<file path="src/rtl/sha256_msg_sched.sv">
// SHA-256 message schedule: loads 16 big-endian words, then streams W[0..ROUNDS-1]
// from a 16-word sliding window. Define SHA256_SCHED_ABORT_EN to add the abort input.
module sha256_msg_sched #(
  parameter int ROUNDS = 64
) (
  input  logic        clk,
  input  logic        rst_n,
`ifdef SHA256_SCHED_ABORT_EN
  input  logic        abort,
`endif
  input  logic        in_valid,
  output logic        in_ready,
  input  logic [31:0] in_word,
  output logic        out_valid,
  input  logic        out_ready,
  output logic [31:0] w_word,
  output logic [5:0]  w_idx,
  output logic        w_last,
  output logic        busy
);

  // Handshake rule on both ports: a word transfers on a rising clk edge where
  // valid && ready; valid never depends on ready, and held data stays stable.

  typedef enum logic [1:0] {
    IDLE   = 2'd0,
    LOAD   = 2'd1,
    EXPAND = 2'd2
  } state_t;

  localparam logic [5:0] LAST_T = 6'(ROUNDS - 1);

  state_t      state;
  state_t      state_nxt;
  logic [3:0]  cnt;
  logic [5:0]  t;
  logic [31:0] win [16];
  logic [31:0] w_new;
  logic        kill;
  logic        in_fire;
  logic        out_fire;

  function automatic logic [31:0] small_sigma0(input logic [31:0] x);
    return {x[6:0], x[31:7]} ^ {x[17:0], x[31:18]} ^ (x >> 3);
  endfunction

  function automatic logic [31:0] small_sigma1(input logic [31:0] x);
    return {x[16:0], x[31:17]} ^ {x[18:0], x[31:19]} ^ (x >> 10);
  endfunction

`ifdef SHA256_SCHED_ABORT_EN
  assign kill = abort;
`else
  assign kill = 1'b0;
`endif

  always_ff @(posedge clk or negedge rst_n) begin
    if (!rst_n) begin
      state <= IDLE;
    end else begin
      state <= state_nxt;
    end
  end

  always_comb begin
    state_nxt = state;
    in_ready  = 1'b0;
    out_valid = 1'b0;
    case (state)
      IDLE: begin
        in_ready = 1'b1;
        if (in_valid) state_nxt = LOAD;
      end
      LOAD: begin
        in_ready = 1'b1;
        if (in_valid && (cnt == 4'd15)) state_nxt = EXPAND;
      end
      EXPAND: begin
        out_valid = 1'b1;
        if (out_ready && (t == LAST_T)) state_nxt = IDLE;
      end
      default: state_nxt = IDLE;
    endcase
    // Abort wins over any handshake in the same cycle.
    if (kill) state_nxt = IDLE;
  end

  assign in_fire  = in_valid && in_ready && !kill;
  assign out_fire = out_valid && out_ready && !kill;
  assign busy     = (state != IDLE);

  assign w_new = small_sigma1(win[14]) + win[9] + small_sigma0(win[1]) + win[0];

  always_ff @(posedge clk or negedge rst_n) begin
    if (!rst_n) begin
      cnt <= 4'd0;
      t   <= 6'd0;
      for (int k = 0; k < 16; k++) win[k] <= 32'd0;
    end else if (kill) begin
      cnt <= 4'd0;
      t   <= 6'd0;
    end else begin
      // cnt is 0 in IDLE, so the first word lands in win[0]; 15+1 wraps to 0.
      if (in_fire) begin
        win[cnt] <= in_word;
        cnt      <= cnt + 4'd1;
      end
      if (out_fire) begin
        for (int k = 0; k < 15; k++) win[k] <= win[k+1];
        win[15] <= w_new;
        t       <= (t == LAST_T) ? 6'd0 : t + 6'd1;
      end
    end
  end

  assign w_word = (state == EXPAND) ? win[0] : 32'd0;
  assign w_idx  = t;
  assign w_last = (state == EXPAND) && (t == LAST_T);

endmodule

</file>
<file path="config.mk">
export PLATFORM = sky130hd
export DESIGN_NAME = sha256_msg_sched
export DESIGN_NICKNAME = d
export VERILOG_FILES = /design/src/rtl/sha256_msg_sched.sv
export SDC_FILE = /design/constraint.sdc
export NUM_CORES = 1
export LEC_CHECK = 0
export ABC_AREA = 1
export ABC_CLOCK_PERIOD_IN_PS = 4400
export BUFFER_PORTS_ARGS = -buffer_cell sky130_fd_sc_hd__buf_2
export CAP_MARGIN = 5
export CORE_MARGIN = 5
export CORE_UTILIZATION = 60
export DETAILED_ROUTE_END_ITERATION = 12
export PLACE_DENSITY_LB_ADDON = 0.15
export SLEW_MARGIN = 20
export SYNTH_ARGS = -nofsm -noshare
export SYNTH_HDL_FRONTEND = slang
export SYNTH_SLANG_ARGS = --single-unit
</file>
<file path="constraint.sdc">
create_clock -name clk -period 4.4 [get_ports clk]
set_input_delay 0.66 -clock clk [delete_from_list [all_inputs] [get_ports clk]]
set_output_delay 0.66 -clock clk [all_outputs]
set_load 0.01 [all_outputs]
</file>
==> impl_metrics.yaml <==
clock_tree:
  cts_tree: "yes"
  cts_hold_buf: 0
  clock_path_buffers: 3
  clock_latency_ns: 0.65
  cts-root-buf: "clkbuf_16"
  h-tree-depth: 2
  cts_buffers: 54
  cts_setup_buffers: 0
  clkSlewWorstSetupHoldPaths_ns: 0.07
  numClockSinks: 524
  cts.repair.resized: 0
sta:
  fmax_mhz: 245.3
  relSlewSlack_pct: 18.21
  worst-slew-pin-transition_ns: 1.227
  maxSlewViolCount: 0
  setup_violations: 0
  min_period_ns: 4.077
  rsz0062_at_grt: "no"
  finClkSkew_ns: 0.05088
  holdWs_ns: 0.1167
  fin_setup_tns_ns: 0
  period_share_pct: 92.65
  hold_viol_final: 0
synthesis:
  synthesis.area_um2: 27630
  yosysWarnings: 0
  yosys_most_used_dff: "dfrtp_1"
  synth-seq-cells: 524
  synth_top_family_by_area: "compound AO/OA/AOI/OAI gates"
  yosys.area_share.simple_pct: 14.99
  synth-compound-area-share_pct: 16.87
  yosys.area_share.adder_pct: 6.123
  synthXorXnorAreaFrac_pct: 4.280
  async_flop_share_pct: 100.0
  synth_cells: 3026
  synthesis.nets: 3160
  synth_edf_count: 0
  synthMuxAreaShare_pct: 0
  synth_area_per_cell_um2: 9.130
  yosysSeqAreaShare_pct: 47.46
  ys_types: 32
worst_setup_path:
  cp-end-kind: "register"
  rr_startpoint: "win[50]"
  reg2reg_setup_slack_ns: 0.32
  cp_data_arrival_time_ns: 4.57
  path_class: "register to register"
  worst-path-buf-inv: 1
  crit_chain: "xnor2_1, xor2_1, fa_1, inv_1, fa_1, ha_1, fa_1, nand3_1, nand3_1, nand2_1, nand3_1, o21ai_0, o211ai_1"
  crit_fanout: 6
  reg2reg_depth: 13
  cp_slowest_cell: "fa_1"
  cp_top_family: "adder cells"
  slowest_delay_ns: 0.51
  r2r_end: "win[9]"
  cp-start-kind: "register"
  critPathRequiredTime_ns: 4.89
route:
  drt_pass1_iterations: 6
  wl_met2_um: 38440
  wl_met3_um: 9211
  routedWlPerCell_um: 24.62
  top_layer: "met4"
  ant_nets: 0
  vias_per_cell: 6.510
  drc_errors: 0
  num_vias: 23330
  wl_met1_um: 36880
  drt_iter0_drc: 3013
  wl_um: 88200
floorplanning:
  fp.dieH_um: 224.6
  num_rows: 78
  initial_utilization_pct: 60.75
  io_pins: 78
  dieArea_um2: 50440
  dieWidth_um: 224.6
  core_area_um2: 45480
finish:
  syn_to_final_growth_pct: 8.555
  drive_above_1_share_pct: 7.744
  n_fill_cell: 3730
  instances_no_fill: 3583
  seqCellArea_um2: 13110
  fin_nets: 3071
  diodes: 0
  multi_input_area_um2: 11690
global_route:
  grt_start_max_net_pins: 215
  grt_pass1_vias: 22090
  grt.total_usage_pct: 34.78
  grt_pass1_wl_um: 136100
  antenna_found_initial: 0
  grt_overflow: 0
placement:
  dp.cells: 3481
  io_buffers: 77
  gp_congestion: 0.9744
  place.detailed.hpwl_um: 60120
worst_hold_path:
  hold_class: "input pin to async pin"
status:
  status: "completed"
job:
  max_cap_violations: 0
## logic make-up after synthesis
logic type | Yosys count
compound gates | 565
buf+inv | 720
xor+xnor | 135
simple gates | 984
fa+ha+maj | 98
flops | 524
## how the worst max path moves through the flow
stage,from,end,slack (ns),cells after the start
6_report,win[50],win[9],0.32,13
3_5_place_dp,win[50],win[9],0.37,13
4_1_cts,win[50],win[9],0.40,13
5_1_grt,win[50],win[9],0.22,13
2_1_floorplan,win[50],win[25],1.05,17
3_3_place_gp,win[50],win[9],0.41,13
## cells in the mapped netlist (all sizes together), types with 2 or more instances
master	n	share of area [%]
nand4	14	0.32
dfrtp	524	47
nand3	278	5.0
fa	62	4.5
xor2	70	2.2
nand3b	2	0.054
nor3	5	0.091
nor2	94	1.4
o21ai	25	0.45
o221ai	455	14
xnor2	65	2.1
clkbuf	145	2.0
and2	2	0.045
nand2	586	8.0
ha	36	1.6
o21bai	3	0.082
inv	450	6.1
a21oi	36	0.65
nor3b	2	0.072
buf	124	2.2
a22oi	2	0.054
o211ai	42	1.1
## cell type report
type | instances | share of cell area, %
repair buffers | 124 | 2.996
well taps | 600 | 2.503
clock inverters | 31 | 1.185
multi-input cells | 1782 | 38.97
clock buffers | 71 | 4.952
flip-flops and latches | 524 | 43.72
inverters | 451 | 5.670
## cell usage in the layout (no fill, tap or decap), types with 5 or more instances in the layout
| cell type | netlist | layout |
|---|---|---|
| nand3_1 | 278 | 276 |
| xor2_1 | 70 | 70 |
| xnor2_1 | 65 | 65 |
| nand4_1 | 14 | 14 |
| ha_1 | 36 | 36 |
| nor3_1 | 5 | 5 |
| buf_12 | 0 | 12 |
| inv_2 | 6 | 5 |
| o21ai_0 | 25 | 25 |
| nor2_1 | 92 | 91 |
| bufinv_16 | 0 | 5 |
| o211ai_1 | 42 | 42 |
| fa_1 | 62 | 62 |
| a21oi_1 | 36 | 36 |
| clkbuf_16 | 0 | 54 |
| o221ai_1 | 455 | 455 |
| clkinv_2 | 0 | 16 |
| buf_2 | 109 | 76 |
| buf_4 | 0 | 35 |
| clkbuf_8 | 0 | 7 |
| inv_1 | 444 | 444 |
| dfrtp_1 | 524 | 524 |
| nand2_1 | 583 | 583 |
| clkbuf_1 | 145 | 10 |
## metrics by stage
stage | util [%] | setup WS, ns | area, um^2
CTS | 65.94 | 0.3988 | 29990
finish | 65.94 | 0.3232 | 29990
global placement | 61.90 | 0.4069 | 28150
floorplan | - | 1.053 | 27630
detailed placement | 61.90 | 0.3713 | 28150
global route | 65.94 | 0.2172 | 29990
## sequential cells by signal (all words and copies together) (netlist names)
register	cells
cnt	4
state	2
w_idx	6
win	512
## per-layer routing
layer / vias up / GRT usage, %
li1: 10200 / -
met1: 11620 / 51.91
met2: 1316 / 50.87
met3: 190 / 6.956
met4: 0 / 13.20
met5: - / 0
Power is not shown: default switching activity piles up to over one toggle a cycle in this logic, so the estimate is an artifact.
